--- src/rtl/mandel_pkg.sv ---
// Shared types, defaults and the colour mapping for the Mandelbrot pixel scheduler.
package mandel_pkg;

    typedef logic signed [31:0] fixed_t;

    localparam int unsigned FRAC_BITS    = 22;
    localparam int unsigned SCREEN_W_DEF = 160;
    localparam int unsigned SCREEN_H_DEF = 120;

    typedef enum logic [1:0] {IDLE, RUN, DRAIN, DONE} state_t;

    // Points that never escape are painted black; others cycle through 8 colours.
    function automatic logic [2:0] colour_of(input logic [31:0] iter, input logic [31:0] max_iter);
        colour_of = (iter == max_iter) ? 3'b000 : iter[2:0];
    endfunction

endpackage

--- src/rtl/mandel_pixel_scheduler_if.sv ---
// Engine-array bus: dispatch pulses with a shared coordinate bus, and result handshake.
interface mandel_pixel_scheduler_if #(
    parameter int unsigned NUM_ENG = 4,
    parameter int unsigned ITER_W  = 8
);
    logic [NUM_ENG-1:0]        eng_start;
    mandel_pkg::fixed_t        eng_cx;
    mandel_pkg::fixed_t        eng_cy;
    logic [NUM_ENG-1:0]        eng_idle;
    logic [NUM_ENG-1:0]        eng_res_valid;
    logic [NUM_ENG*ITER_W-1:0] eng_res_iter;
    logic [NUM_ENG-1:0]        eng_res_ack;

    modport master (
        output eng_start, eng_cx, eng_cy, eng_res_ack,
        input  eng_idle, eng_res_valid, eng_res_iter
    );

    modport slave (
        input  eng_start, eng_cx, eng_cy, eng_res_ack,
        output eng_idle, eng_res_valid, eng_res_iter
    );
endinterface

--- src/rtl/rr_arbiter.sv ---
// Round-robin arbiter: one-hot grant to the first requester at or after ptr.
module rr_arbiter #(
    parameter int unsigned N    = 4,
    parameter int unsigned PtrW = (N > 1) ? $clog2(N) : 1
) (
    input  logic [N-1:0]    req,
    input  logic [PtrW-1:0] ptr,
    output logic [N-1:0]    grant
);
    int unsigned idx;
    logic        found;

    // Scan upward from ptr with wrap-around; first requester wins.
    always_comb begin
        grant = '0;
        found = 1'b0;
        idx   = 0;
        for (int unsigned k = 0; k < N; k++) begin
            idx = (32'(ptr) + k) % N;
            if (!found && req[idx]) begin
                grant[idx] = 1'b1;
                found      = 1'b1;
            end
        end
    end
endmodule

--- src/rtl/mandel_pixel_scheduler.sv ---
// Walks the pixel raster, dispatches coordinates to idle engines and turns results into plots.
module mandel_pixel_scheduler
    import mandel_pkg::*;
#(
    parameter int unsigned NUM_ENG  = 4,
    parameter int unsigned SCREEN_W = SCREEN_W_DEF,
    parameter int unsigned SCREEN_H = SCREEN_H_DEF,
    parameter int unsigned ITER_W   = 8,
    parameter int unsigned MAX_ITER = 255
) (
    input  logic                            clk,
    input  logic                            rst,
    input  logic                            start,
    input  fixed_t                          xmin,
    input  fixed_t                          ymax,
    input  fixed_t                          dx,
    input  fixed_t                          dy,
    output logic                            done,
    mandel_pixel_scheduler_if.master        eng,
    output logic [8:0]                      vga_x,
    output logic [7:0]                      vga_y,
    output logic [2:0]                      vga_colour,
    output logic                            vga_plot
);
    localparam int unsigned PtrW = (NUM_ENG > 1) ? $clog2(NUM_ENG) : 1;

    state_t             state_q, state_d;
    fixed_t             xmin_q, ymax_q, dx_q, dy_q;
    fixed_t             cur_cx_q, cur_cy_q, hold_cx_q, hold_cy_q;
    logic [8:0]         x_q;
    logic [7:0]         y_q;
    logic [NUM_ENG-1:0] busy_q, ack_q, disp, req, grant;
    logic [16:0]        tag_q [NUM_ENG];
    logic [PtrW-1:0]    ptr_q, grant_idx;
    logic [2:0]         grant_colour;
    logic               dispatching, grant_any, eol, last_pixel, arb_en, can_start;

    assign eol         = (x_q == 9'(SCREEN_W - 1));
    assign last_pixel  = eol && (y_q == 8'(SCREEN_H - 1));
    assign dispatching = |disp;
    assign grant_any   = |grant;
    assign can_start   = (state_q == IDLE || state_q == DONE) && start;
    // An engine being acked this cycle is still busy, so it cannot be re-granted.
    assign arb_en      = (state_q == RUN || state_q == DRAIN) && !rst;
    assign req         = arb_en ? (busy_q & eng.eng_res_valid & ~ack_q) : '0;

    assign eng.eng_start   = disp;
    assign eng.eng_cx      = dispatching ? cur_cx_q : hold_cx_q;
    assign eng.eng_cy      = dispatching ? cur_cy_q : hold_cy_q;
    assign eng.eng_res_ack = ack_q;
    assign done            = (state_q == DONE);

    rr_arbiter #(
        .N    (NUM_ENG),
        .PtrW (PtrW)
    ) u_res_arb (
        .req   (req),
        .ptr   (ptr_q),
        .grant (grant)
    );

    // Pick the lowest-index engine that is idle and not waiting on a result.
    always_comb begin
        disp = '0;
        if (state_q == RUN && !rst) begin
            for (int i = int'(NUM_ENG) - 1; i >= 0; i--) begin
                if (eng.eng_idle[i] && !busy_q[i]) begin
                    disp    = '0;
                    disp[i] = 1'b1;
                end
            end
        end
    end

    // Encode the granted engine and map its iteration count to a colour.
    always_comb begin
        grant_idx = '0;
        for (int unsigned i = 0; i < NUM_ENG; i++) begin
            if (grant[i]) grant_idx = PtrW'(i);
        end
        grant_colour = colour_of(32'(eng.eng_res_iter[grant_idx*ITER_W +: ITER_W]),
                                 32'(MAX_ITER));
    end

    // Frame sequencing.
    always_comb begin
        state_d = state_q;
        case (state_q)
            IDLE, DONE: if (start) state_d = RUN;
            RUN:        if (dispatching && last_pixel) state_d = DRAIN;
            DRAIN:      if (busy_q == '0 && !vga_plot) state_d = DONE;
            default:    state_d = IDLE;
        endcase
    end

    // State, raster walk, engine bookkeeping and the registered plot port.
    always_ff @(posedge clk) begin
        if (rst) begin
            state_q    <= IDLE;
            xmin_q     <= '0;
            ymax_q     <= '0;
            dx_q       <= '0;
            dy_q       <= '0;
            cur_cx_q   <= '0;
            cur_cy_q   <= '0;
            hold_cx_q  <= '0;
            hold_cy_q  <= '0;
            x_q        <= '0;
            y_q        <= '0;
            busy_q     <= '0;
            ack_q      <= '0;
            ptr_q      <= '0;
            vga_plot   <= 1'b0;
            vga_x      <= '0;
            vga_y      <= '0;
            vga_colour <= '0;
            for (int unsigned i = 0; i < NUM_ENG; i++) tag_q[i] <= '0;
        end else begin
            state_q  <= state_d;
            ack_q    <= grant;
            vga_plot <= grant_any;
            busy_q   <= (busy_q & ~ack_q) | disp;
            if (grant_any) begin
                {vga_x, vga_y} <= tag_q[grant_idx];
                vga_colour     <= grant_colour;
                ptr_q          <= PtrW'((32'(grant_idx) + 32'd1) % NUM_ENG);
            end
            if (can_start) begin
                xmin_q   <= xmin;
                ymax_q   <= ymax;
                dx_q     <= dx;
                dy_q     <= dy;
                cur_cx_q <= xmin;
                cur_cy_q <= ymax;
                x_q      <= '0;
                y_q      <= '0;
            end else if (dispatching) begin
                hold_cx_q <= cur_cx_q;
                hold_cy_q <= cur_cy_q;
                for (int unsigned i = 0; i < NUM_ENG; i++) begin
                    if (disp[i]) tag_q[i] <= {x_q, y_q};
                end
                if (eol) begin
                    x_q      <= '0;
                    cur_cx_q <= xmin_q;
                    y_q      <= y_q + 8'd1;
                    cur_cy_q <= cur_cy_q - dy_q;
                end else begin
                    x_q      <= x_q + 9'd1;
                    cur_cx_q <= cur_cx_q + dx_q;
                end
            end
        end
    end
endmodule

--- src/flat_wrapper.sv ---
// flat-port wrapper written by rule: the top's interface ports become plain ports
module mandel_pixel_scheduler_flat import mandel_pkg::*;
#(
    parameter int unsigned NUM_ENG  = 4,
    parameter int unsigned SCREEN_W = SCREEN_W_DEF,
    parameter int unsigned SCREEN_H = SCREEN_H_DEF,
    parameter int unsigned ITER_W   = 8,
    parameter int unsigned MAX_ITER = 255
)
  (clk, rst, start, xmin, ymax, dx, dy, done, vga_x, vga_y, vga_colour, vga_plot, eng_eng_start, eng_eng_cx, eng_eng_cy, eng_eng_res_ack, eng_eng_idle, eng_eng_res_valid, eng_eng_res_iter);
  mandel_pixel_scheduler_if #(.NUM_ENG(NUM_ENG), .ITER_W(ITER_W)) eng_i ();
  input  logic clk;
  input  logic rst;
  input  logic start;
  input  fixed_t xmin;
  input  fixed_t ymax;
  input  fixed_t dx;
  input  fixed_t dy;
  output logic done;
  output logic [8:0] vga_x;
  output logic [7:0] vga_y;
  output logic [2:0] vga_colour;
  output logic vga_plot;
  output wire logic [$bits(eng_i.eng_start)-1:0] eng_eng_start;
  output wire logic [$bits(eng_i.eng_cx)-1:0] eng_eng_cx;
  output wire logic [$bits(eng_i.eng_cy)-1:0] eng_eng_cy;
  output wire logic [$bits(eng_i.eng_res_ack)-1:0] eng_eng_res_ack;
  input wire logic [$bits(eng_i.eng_idle)-1:0] eng_eng_idle;
  input wire logic [$bits(eng_i.eng_res_valid)-1:0] eng_eng_res_valid;
  input wire logic [$bits(eng_i.eng_res_iter)-1:0] eng_eng_res_iter;
  assign eng_eng_start = eng_i.eng_start;
  assign eng_eng_cx = eng_i.eng_cx;
  assign eng_eng_cy = eng_i.eng_cy;
  assign eng_eng_res_ack = eng_i.eng_res_ack;
  assign eng_i.eng_idle = eng_eng_idle;
  assign eng_i.eng_res_valid = eng_eng_res_valid;
  assign eng_i.eng_res_iter = eng_eng_res_iter;
  mandel_pixel_scheduler #(.NUM_ENG(NUM_ENG), .SCREEN_W(SCREEN_W), .SCREEN_H(SCREEN_H), .ITER_W(ITER_W), .MAX_ITER(MAX_ITER)) u_core (.clk(clk), .rst(rst), .start(start), .xmin(xmin), .ymax(ymax), .dx(dx), .dy(dy), .done(done), .eng(eng_i), .vga_x(vga_x), .vga_y(vga_y), .vga_colour(vga_colour), .vga_plot(vga_plot));
endmodule
--- config.mk ---
export PLATFORM = sky130hd
export DESIGN_NAME = mandel_pixel_scheduler_flat
export DESIGN_NICKNAME = d
export VERILOG_FILES = /design/src/rtl/mandel_pkg.sv /design/src/rtl/mandel_pixel_scheduler_if.sv /design/src/rtl/rr_arbiter.sv /design/src/rtl/mandel_pixel_scheduler.sv /design/src/flat_wrapper.sv
export SDC_FILE = /design/constraint.sdc
export NUM_CORES = 1
export LEC_CHECK = 0
export ABC_AREA = 1
export BUFFER_PORTS_ARGS = -buffer_cell sky130_fd_sc_hd__buf_2
export CORE_MARGIN = 1.5
export CORE_UTILIZATION = 40
export CTS_BUF_LIST = sky130_fd_sc_hd__clkbuf_16
export CTS_CLUSTER_SIZE = 14
export DETAILED_ROUTE_END_ITERATION = 16
export MAX_ROUTING_LAYER = met4
export PLACE_DENSITY = 0.58
export SYNTH_ARGS = -nofsm -noshare
export SYNTH_HDL_FRONTEND = slang
export SYNTH_SLANG_ARGS = --single-unit
--- constraint.sdc ---
create_clock -name clk -period 5.1 [get_ports clk]
set_input_delay 0.255 -clock clk [delete_from_list [all_inputs] [get_ports clk]]
set_output_delay 0.255 -clock clk [all_outputs]
set_load 0.1 [all_outputs]
* After elaboration in Yosys (flattened, before gate mapping) *
Memories as Yosys holds them, arrays and structs flattened. A register that Yosys moved wholly into a read port is not among the register bits.
Cells that the tools add are included.

word-level totals
  bits in registers = 257
  latch bits = 0
  RAM bits = 68
  memory bits (read-only) = 0
  output and inout bits = 94
  word-level logic and storage cells = 165
  memories kept = 1

cells by class
  add/sub/neg operators = 8
  multipliers = 0
  div/mod/pow operators = 0
  magnitude comparators = 8
  equality and inequality tests = 9
  shift operators = 1
  multiplexer cells = 72
  bitwise operators = 12
  reductions and logical operators = 39

memories
  memory        depth  width  read ports  clocked after memory_dff  write ports  RTL line                      text
  u_core.tag_q  4      17     1           1                         4            mandel_pixel_scheduler.sv:33  logic [16:0] tag_q [NUM_ENG];

operators by type and width
  operator                                                            number
  two-way mux 32 bit                                                  8
  two-way mux 17 bit                                                  4
  two-way mux 4 bit                                                   10
  two-way mux 1 bit                                                   34
  adder 32 bit                                                        1
  indexed part select 32 x 6 -> 8 bit                                 1
  subtractor 32 bit                                                   1
  logical AND 1 bit                                                   17
  bitwise OR 4 bit                                                    4
  AND 4 bit                                                           3
  less-than comparator 2 x 3 -> 1 bit (second input constant)         4
  two-way mux 2 bit                                                   5
  adder 9 x 1 -> 9 bit (second input constant)                        1
  equality test 9 x 8 -> 1 bit (second input constant)                1
  logical NOT 1 bit                                                   9
  two-way mux 9 bit                                                   1
  adder 8 x 1 -> 8 bit (second input constant)                        1
  binary-select mux 1 bit (select 2 bit)                              4
  demux 1 bit (select 2 bit)                                          4
  equality test 8 x 7 -> 1 bit (second input constant)                1
  equality test 8 bit (second input constant)                         1
  greater-or-equal comparator 2 x 1 -> 1 bit (second input constant)  4
  OR reduction 4 bit                                                  2
  != test 2 bit (second input constant)                               3
  15 further kinds                                                    25

* Longest topological paths before layout *
Gate-level depths: netlist of run 1.

  depth in word-level cells = 22
  gate-level depth with buffers = 21
  mapped depth without buffers = 20

* Modules after synthesis *
From an unflattened synthesis of run 1, not the netlist that was laid out.

unflattened totals
  cells, all modules = 2774
  area total of the unflattened synthesis = 18964.4 um^2

by module, submodules not included
  module                  times used  cells an instance  area an instance (um^2)  sequential area each (um^2)
  mandel_pixel_scheduler  1           2701               18565.3                  7527.2
  rr_arbiter              1           73                 399.1                    0.0

* Least setup slack after synthesis of run 1 *
Ideal clock, no wire load.

  kind = register to output
  from = register u_core.state_q[0]
  to = output port eng_eng_cy[0]
  data arrival time = 4.916 ns
  path slack = -0.071 ns
  stages on the path, launching flop included = 11
  path buffers = 1
  cells stage by stage = dfxtp_1 ha_1 inv_1 nor2_1 inv_2 nor2_1 nor2_1 nand3_2 clkinv_1 clkbuf_1 o21ai_0

between the ends
  cells in the longest elaborated chain, start to end = 5

RTL lines
  item                          RTL line                       text
  start: declaration            mandel_pixel_scheduler.sv:27   state_t state_q, state_d;
  start signal: assignment      mandel_pixel_scheduler.sv:119  state_q <= state_d;
  equality test 2 x 1 -> 1 bit  mandel_pixel_scheduler.sv:65   if (state_q == RUN && !rst) begin
  logical AND 1 bit             mandel_pixel_scheduler.sv:65
  two-way mux 4 bit             mandel_pixel_scheduler.sv:65
  via eng_eng_start[0]          flat_wrapper.sv:24             output wire logic [$bits(eng_i.eng_start)-1:0] eng_eng_start;
  OR reduction 4 bit            mandel_pixel_scheduler.sv:40   assign dispatching = |disp;
  two-way mux 32 bit            --
  end: declaration              flat_wrapper.sv:26             output wire logic [$bits(eng_i.eng_cy)-1:0] eng_eng_cy;

The timed path passes the listed nets, and every way through them passes these cells.

* Worst setup path after layout of run 1 *
  from = register u_core.state_q[0]
  to = output port eng_eng_cy[25]

between the ends
  cells in the longest elaborated chain, start to end = 5

RTL lines
  item                          RTL line
  equality test 2 x 1 -> 1 bit  mandel_pixel_scheduler.sv:65
  logical AND 1 bit             mandel_pixel_scheduler.sv:65
  two-way mux 4 bit             mandel_pixel_scheduler.sv:65
  OR reduction 4 bit            mandel_pixel_scheduler.sv:40
  two-way mux 32 bit            --

No other way between the ends.

==> metrics.txt, run 1 <==
Pwr Density 637.5 mW/mm2; routed length per instance 17.03 um; placed cell count 3130; maximum vdd drop 0.0004557 V; CTS sink count 342; Setup WS pre-CTS 1644 ps; share of layout cells above drive strength 1 14.25%; Total Wirelength 56.24 mm; cts hold-fix bufs 97; I/O pin count 265; DIE AREA 0.04576 mm2; skew final 15.14 ps; Via Count 17170; site row count 77; Avg Inst Size Synth 7.486 um2; first-pass GRT wire length 89.23 mm; Power Total 13.85 mW; Cell Count, Final, Fillers Out 3302; count of state elements after synthesis 342; R2R Setup Slk 1600 ps; CTS tree yes; Mapped Area 0.01779 mm2; FF-to-FF Start u_core.state_q[0]$_SDFFE_PP0P_; die width 213.9 um; crit path DAT 3720 ps; Net count, final 2925; multi-input logic area 0.008885 mm2; DRC viols 0; crit end category output port; static leakage 9.429 nW; Tot GR Track Use 24.92%; part of the cycle the worst path needs 78.02%; DP HPWL 39.07 mm; Post-CTS Setup Bufs 0; fraction of power spent switching nets 49.30%; setup TNS 0 ps; Final Hold Violating Endpoints 0; Initial Util 40.42%; FF+latch area 0.007527 mm2; Resized Gates After CTS 0; drt first pass iters 6; final setup margin 1121 ps; Gate power share 52.1%; antenna violations before repair 2; crit path launch type flip-flop; Max-slew headroom 33.46%; max cap viols 0; Fillers 4467; grt total ovfl 0; Slew Limit Fails 0; Starting DRT DRC Count 1354; Distinct cells, synth 59; Reg-to-Reg End u_core.vga_colour[2]$_SDFFE_PP0P_; Slew @ Worst Pin 998.2 ps; antenna-violating nets left 0; data required time at the worst endpoint 4850 ps; Clock Path Buffers 3; FMAX 251.3 MHz; largest net degree at the start of global routing 100; Worst-path clk slew 60 ps; clock network fraction of total power 20.4%; Cells after Synth 2377; RSZ-0062 raised after global routing false; NetSw 6.828 mW; GPL Wtd Cong 0.9026; Synth-to-Final Area Change 22.07%; CTS Root Cell clkbuf_16; Worst Hold Depth 3; port bufs 264; Core ar. 0.04403 mm2; R2R cell count 18; register area share after synthesis 42.30%; sequential share of power 27.5%; Tmin final 3979 ps; vias in the first global route 16370; hold wc startpoint xmin[26]; crit path max fanout 60; status finished clean; H-tree depth 2; # setup viols final 0; Post-Syn Nets 2625; Die H 213.9 um; WS Path Type flip-flop to output port; WHS Endpoint u_core.xmin_q[26]$_SDFFE_PP0P_; hold_ws 28.99 ps; Worst-Skew Late Latency 560 ps; routed vias/inst 5.199; Hold WC Path Type primary input to flip-flop; Synth Warn # 0; internal power 7.021 mW; total CTS buffers 40
-- worst max-delay path, stage by stage (launching register included) --
cell and delay, ps:
dfxtp_1 380, ha_1 210, inv_1 50, nor2_1 120, inv_2 70, nor3_2 250, nor2_1 120, nand3_4 290
inv_2 450, o21ai_0 640, buf_2 540
-- power groups by stage --
stage	clock network [mW]	registers, mW	logic (mW)
2_1_floorplan	0	4.33	5.10
3_3_place_gp	0	3.85	7.06
3_5_place_dp	0	3.86	7.10
4_1_cts	2.90	3.80	7.20
5_1_grt	2.99	3.88	7.96
6_report	2.83	3.81	7.21
-- cell usage in the layout (no fill, tap or decap), types with 7 or more instances in the layout --
cell type	count
a21o_1	7
a21oi_1	206
a211oi_1	27
o22ai_1	43
buf_2	263
o21a_1	11
a31oi_1	31
inv_2	10
nand4_1	14
edfxtp_1	68
inv_1	235
dlygate4sd3_1	97
o221ai_1	7
nor4_1	7
o21ai_1	44
nand2_4	7
nand2_1	382
buf_4	14
o21ai_0	273
nand3_1	65
nor2_1	345
o211ai_1	25
dfxtp_1	274
clkbuf_16	41
xnor2_1	12
nor3_1	10
ha_1	75
xor2_1	27
-- Yosys cell counts, drive strengths merged --
library cell	n	area [um2]
nand2	396	1560
nor2	355	1416
o21ai	318	1595
dfxtp	274	5485
inv	233	877.1
a21oi	209	1057
clkbuf	84	315.3
ha	75	938.4
edfxtp	68	2042
nand3	68	355.3
o22ai	43	269.0
buf	32	204.0
a31oi	31	193.9
a211oi	27	202.7
xor2	27	236.5
o211ai	25	187.7
nand4	15	100.1
nor3	12	76.33
xnor2	12	105.1
o21a	11	82.58
nor4	8	56.30
a21o	7	52.55
o221ai	7	61.31
a21boi	6	45.04
or2	6	37.54
o32ai	5	43.79
a221oi	4	35.03
nand3b	4	33.78
clkinv	3	11.26
fa	2	40.04
nor3b	2	15.01
o21bai	2	15.01
o31ai	2	15.01
a32oi	1	8.760
and3	1	6.260
o2bb2ai	1	8.760
o41ai	1	8.760
-- worst max path at each step --
| stage | from | to | cells past startpoint |
|---|---|---|---|
| global route | u_core.state_q[1]$_SDFFE_PP0P_ | eng_eng_cy[25] | 12 |
| detailed placement | u_core.state_q[0]$_SDFFE_PP0P_ | u_core.vga_colour[1]$_SDFFE_PP0P_ | 17 |
| floorplan | u_core.state_q[0]$_SDFFE_PP0P_ | eng_eng_cy[27] | 10 |
| CTS | u_core.state_q[1]$_SDFFE_PP0P_ | eng_eng_cy[25] | 12 |
| finish | u_core.state_q[0]$_SDFFE_PP0P_ | eng_eng_cy[25] | 10 |
| global placement | u_core.state_q[0]$_SDFFE_PP0P_ | u_core.vga_colour[2]$_SDFFE_PP0P_ | 17 |
-- stage by stage --
stage / utilization, % / cell area, um2
after global placement: 44.21 / 19460
after CTS: 49.33 / 21720
final: 49.34 / 21720
after detailed placement: 44.21 / 19460
after global routing: 49.34 / 21720
after floorplan: - / 17790
-- flip-flops by register name (all words and copies together) (netlist names) --
signal,count
u_core.busy_q,4
u_core.cur_cx_q,32
u_core.cur_cy_q,32
u_core.dx_q,32
u_core.dy_q,32
u_core.eng.eng_res_ack,4
u_core.hold_cx_q,32
u_core.hold_cy_q,32
u_core.ptr_q,2
u_core.state_q,2
u_core.tag_q,68
u_core.vga_colour,3
u_core.vga_plot,1
u_core.vga_x,9
u_core.vga_y,8
u_core.x_q,9
u_core.xmin_q,32
u_core.y_q,8
-- layer usage --
layer  global-route usage (%)  share of wire, %  vias to the layer above  wire (um)
met5                        -                 0                        -          0
met4                    7.281               2.3                        0       1278
met3                    3.682               5.8                       79       3253
met2                    39.42                45                      490      25540
met1                    33.01                47                     7978      26180
li1                         -                 -                     8619          -
-- final cells by class --
type | instances | area share (%)
clock buffer | 41 | 4.723
tap | 592 | 3.410
multi-input combinational | 1683 | 40.90
clock inverter | 32 | 1.175
timing repair buffer | 374 | 11.01
sequential | 342 | 34.65
antenna | 2 | 0.02304
inverter | 236 | 4.101
-- cell families after synthesis --
logic type / share of synthesized area, %
buffers and inverters: 7.910
adders and majority gates: 5.499
AOI/OAI and AO/OA: 21.82
and+or+nand+nor: 20.55
DFF: 42.30
xor gates and xnor gates: 1.920
No activity file was read; power rests on OpenSTA's default activity.
==> inputs of run 2 (changes only) <==
- PLACE_DENSITY: 0.58 -> 0.61
- clock period: 5.1 -> 3.37 ns (I/O delays scaled with it)
==> run 2 against run 1 <==
  * Hold slack lost 14 ps
  * Register-to-register slack got worse by 1300 ps
  * Combinational power up 62%
  * First-iteration DRC count fell by 12%
  * Non-clock buffer count is 60 higher
  * Critical path depth increased by 2
  * Sequential share of layout area decreased by 2.1 points
  * Critical path type unchanged
  * Largest cell class unchanged
  * Largest power group unchanged
==> metrics.txt, run 2 (synthesized netlist as in run 1, its figures left out) <==
routed length per instance 16.91 um; grt total ovfl 0; I/O pin count 265; slowest CP cell buf_2; crit path launch type flip-flop; multi-input logic area 0.009246 mm2; vias in the first global route 17060; CTS tree yes; status finished clean; drt first pass iters 5; first-pass GRT wire length 91.44 mm; Tot GR Track Use 25.42%; most frequent cells in the layout nand2_1 (382), nor2_1 (344), dfxtp_1 (274), o21ai_0 (230), inv_1 (229); maximum vdd drop 0.0005999 V; CP cell instances ha_1 > inv_1 > nor2_1 > inv_2 > nor2_1 > nand3_1 > nand3_4 > buf_12 > buf_12 > nand2_1 > o21ai_2 > buf_2; largest reg by FF count u_core.tag_q; Via Count 17630; # setup viols final 0; Initial Util 40.42%; crit end category output port; crit path max fanout 50; total CTS buffers 39; most common cell after layout, fill and taps aside nand2_1; site row count 77; FMAX 318.8 MHz; DRC viols 0; skew final 19.92 ps; GPL Wtd Cong 0.9354; crit path DAT 2970 ps; Hold WC Path Type primary input to flip-flop; part of the cycle the worst path needs 93.08%; final setup margin 233.1 ps; max cap viols 0; Core ar. 0.04403 mm2; Die H 213.9 um; Fillers 4185; Tmin final 3137 ps; die width 213.9 um; FF+latch area 0.007527 mm2; H-tree depth 2; Setup WS pre-CTS 308.8 ps; max incr delay on CP 430 ps; share of layout cells above drive strength 1 17.02%; WS Path Type flip-flop to output port; CTS Root Cell clkbuf_16; Pwr Density 940.7 mW/mm2; Synth-to-Final Area Change 29.79%; Starting DRT DRC Count 1187; max reg flops 68; DP HPWL 39.89 mm; Max-slew headroom 41.27%; DIE AREA 0.04576 mm2; Final Hold Violating Endpoints 0; RSZ-0062 raised after global routing true; Worst-path clk slew 60 ps; Worst-Skew Late Latency 560 ps; port bufs 264; Slew @ Worst Pin 880.9 ps; Net count, final 2984; static leakage 9.883 nW; setup TNS 0 ps; largest net degree at the start of global routing 142; Slew Limit Fails 0; antenna-violating nets left 0; Clock Path Buffers 3; CTS sink count 342; data required time at the worst endpoint 3200 ps; routed vias/inst 5.245; hold_ws 14.96 ps; Total Wirelength 56.83 mm; antenna violations before repair 2
[run 2: stage by stage]
stage | instances | instance area [um2] | power [mW] | utilization (%)
6_report | 3361 | 23100 | 21.73 | 52.46
3_3_place_gp | 3155 | 20440 | 17.15 | 46.42
2_1_floorplan | 2377 | 18160 | 14.53 | -
3_5_place_dp | 3155 | 20440 | 17.28 | 46.42
4_1_cts | 3354 | 22980 | 21.72 | 52.19
5_1_grt | 3361 | 23100 | 23.19 | 52.46
[run 2: layout make-up]
type	count	area share, %
Antenna cell	2	0.02167
Clock buffer	40	4.334
Clock inverter	32	1.138
Inverter	236	3.890
Multi-Input combinational cell	1683	40.03
Sequential cell	342	32.59
Tap cell	592	3.207
Timing Repair Buffer	434	14.78
[run 2: final timing paths]
kind / from / to / slack [ps] / cells after the start
max: u_core.state_q[0]$_SDFFE_PP0P_ / eng_eng_cx[17] / 230 / 12
min: ymax[31] / u_core.cur_cy_q[31]$_SDFFE_PP0P_ / 10 / 3
max reg2reg: u_core.state_q[0]$_SDFFE_PP0P_ / u_core.vga_colour[2]$_SDFFE_PP0P_ / 310 / 16
min reg2reg: u_core.dy_q[6]$_SDFFE_PP0P_ / u_core.dy_q[6]$_SDFFE_PP0P_ / 460 / 2
[run 2: routing by layer]
layer	vias to the layer above	share of wire, %	track usage (%)
li1	8758	-	-
met1	8294	47	33.48
met2	485	45	39.65
met3	93	5.0	3.781
met4	0	2.9	9.078
met5	-	0	-
[run 2: report_power, final]
part | switching (mW) | internal [mW] | total, mW
clock | 1.77 | 2.47 | 4.24
sequential | 0.608 | 5.14 | 5.75
combinational | 8.23 | 3.51 | 11.7
[run 2: timing repair]
item / in CTS / in global routing
setup buffers: 0 / 5
setup endpoints to repair: 17 / 29
endpoints found under the hold margin: 157 / 0
resized for setup: 1 / 25
pin swaps: 0 / 1
hold buffers: 127 / 0
[run 2: worst max-delay path, delay by kind of cell, from the launching register on]
kind                       cells  cell delay (ps)
AOI/OAI and AO/OA              1               70
and+or+nand+nor                5              750
adders and majority gates      1              210
DFF                            1              380
buffers and inverters          5              940
==> inputs of run 3 (changes only) <==
- PLACE_DENSITY: 0.61 -> unset
==> run 3 against run 2 <==
  * Clock skew fell by 3.6 ps
  * Register-to-register slack improved by 80 ps
  * Sequential share of layout area rose by 0.28 points
  * Global-route usage barely moved
  * First-iteration DRC count fell by 5.7%
==> metrics.txt, run 3 (synthesized netlist as in run 1, its figures left out) <==
status finished clean; Via Count 17550; part of the cycle the worst path needs 92.54%; Gate power share 54.6%; FMAX 320.6 MHz; Final Hold Violating Endpoints 0; DRC viols 0; I/O pin count 265; maximum vdd drop 0.0006997 V; Initial Util 40.42%; H-tree depth 2; Slew Limit Fails 0; share of layout cells above drive strength 1 16.77%; clock network fraction of total power 18.7%; Starting DRT DRC Count 1119; Levels on crit path 14; final setup margin 251.3 ps; largest net degree at the start of global routing 133; GPL Wtd Cong 0.9169; Hold WC Path Type primary input to flip-flop; Power Total 21.48 mW; max reg flops 68; total CTS buffers 39; Total Wirelength 57.19 mm; most frequent cells in the layout nand2_1 (382), nor2_1 (344), dfxtp_1 (274), buf_2 (234), o21ai_0 (231); slowest CP cell dfxtp_1; Net count, final 2981; Setup WS pre-CTS 410.9 ps; RSZ-0062 raised after global routing false; site row count 77; Max-slew headroom 38.54%; CP delay by family, top buffers and inverters; crit path buf inv count 7; Reg-to-Reg End u_core.vga_colour[2]$_SDFFE_PP0P_; FF-to-FF Start u_core.state_q[0]$_SDFFE_PP0P_; Fillers 4228; Die H 213.9 um; # setup viols final 0; R2R Setup Slk 390 ps; skew final 16.32 ps; crit end category output port; Tot GR Track Use 25.46%; crit path max fanout 38; crit path from u_core.state_q[1]$_SDFFE_PP0P_; internal power 10.86 mW; WS Path Type flip-flop to output port; FF+latch area 0.007527 mm2; Synth-to-Final Area Change 28.70%; R2R cell count 19; antenna-violating nets left 0; DP HPWL 39.94 mm; placed cell count 3154; crit path DAT 2950 ps; antenna violations before repair 3; max cap viols 0; Critical Path End eng_eng_cy[16]; CTS sink count 342; crit path launch type flip-flop; Worst-Skew Late Latency 570 ps; sequential share of power 26.8%; multi-input logic area 0.009246 mm2; Worst-path clk slew 60 ps; Core ar. 0.04403 mm2; NetSw 10.62 mW; max incr delay on CP 370 ps; die width 213.9 um; CP cell instances inv_1 > ha_1 > inv_1 > nor2_1 > inv_2 > nor2_1 > nand3_1 > nand3_4 > buf_4 > inv_8 > buf_12 > nand2_1 > o21ai_4 > buf_12; Cell Count, Final, Fillers Out 3356; CTS Root Cell clkbuf_16; DIE AREA 0.04576 mm2; CTS tree yes; largest reg by FF count u_core.tag_q; static leakage 9.830 nW; fraction of power spent switching nets 49.43%; drt first pass iters 5; routed length per instance 17.04 um; grt total ovfl 0; setup TNS 0 ps; routed vias/inst 5.231; first-pass GRT wire length 91.43 mm; most common cell after layout, fill and taps aside nand2_1; data required time at the worst endpoint 3200 ps; port bufs 264; vias in the first global route 17060; Clock Path Buffers 3; Slew @ Worst Pin 921.9 ps; Pwr Density 937.8 mW/mm2; Tmin final 3119 ps
-- run 3: cell count changes in the layout (fill, tap and decap cells not counted), sizes merged, moves of 2 or more --
cell / before / now
buf: 287 / 296
bufinv: 4 / 2
clkbuf: 60 / 44
clkinv: 19 / 16
dlygate4sd3: 127 / 130
inv: 242 / 246
-- run 3: stage by stage --
step / utilization, % / cell area, um2 / hold WS, ps
after floorplan: - / 18160 / 326.0
after detailed placement: 46.26 / 20370 / 430.5
after CTS: 51.92 / 22860 / 3.550
final: 52.02 / 22900 / 38.40
after global routing: 52.02 / 22900 / 52.61
after global placement: 46.26 / 20370 / 420.9
-- run 3: layout make-up --
cell class                 count  area share [%]
antenna                        3         0.03278
timing repair buffer         431           14.44
clock inverter                30          0.8687
clock buffer                  39           4.261
multi-input combinational   1683           40.37
sequential                   342           32.87
tap                          592           3.234
inverter                     236           3.923
-- run 3: worst min path at each step --
| stage | end | start | slack, ps | cells past startpoint |
|---|---|---|---|---|
| 3_5_place_dp | u_core.cur_cy_q[29]$_SDFFE_PP0P_ | ymax[29] | 430 | 3 |
| 5_1_grt | u_core.vga_colour[1]$_SDFFE_PP0P_ | eng_eng_res_iter[25] | 50 | 5 |
| 3_3_place_gp | u_core.cur_cy_q[10]$_SDFFE_PP0P_ | ymax[10] | 420 | 3 |
| 4_1_cts | u_core.vga_colour[1]$_SDFFE_PP0P_ | eng_eng_res_iter[25] | 4 | 5 |
| 2_1_floorplan | u_core.cur_cy_q[29]$_SDFFE_PP0P_ | ymax[29] | 330 | 2 |
| 6_report | u_core.vga_colour[1]$_SDFFE_PP0P_ | eng_eng_res_iter[25] | 40 | 5 |
-- run 3: power by group through the flow --
stage | combinational (mW) | clock (mW) | sequential [mW]
after floorplan | 7.98 | 0 | 6.56
after global placement | 11.4 | 0 | 5.80
after detailed placement | 11.5 | 0 | 5.82
after CTS | 11.7 | 4.11 | 5.74
after global routing | 12.8 | 4.27 | 5.85
final | 11.7 | 4.01 | 5.75
-- run 3: metal layers --
metal / track usage (%) / share of wire [%] / wire length (um)
met3: 4.435 / 5.4 / 3109
met2: 39.94 / 45 / 25930
met4: 8.723 / 3.1 / 1791
met5: - / 0 / 0
met1: 33.07 / 46 / 26360
-- run 3: what timing repair did --
item                                   CTS  global route
endpoints found under the hold margin  157             0
setup buffers                            0             0
setup endpoints to repair                5            48
hold buffers                           130             0
resized for setup                        6            11
-- run 3: tightest hold or removal path, stage by stage --
cell and delay [ps]:
buf_2 80, o21ai_1 80, nand2_2 70, nand2_1 60
a21oi_2 100
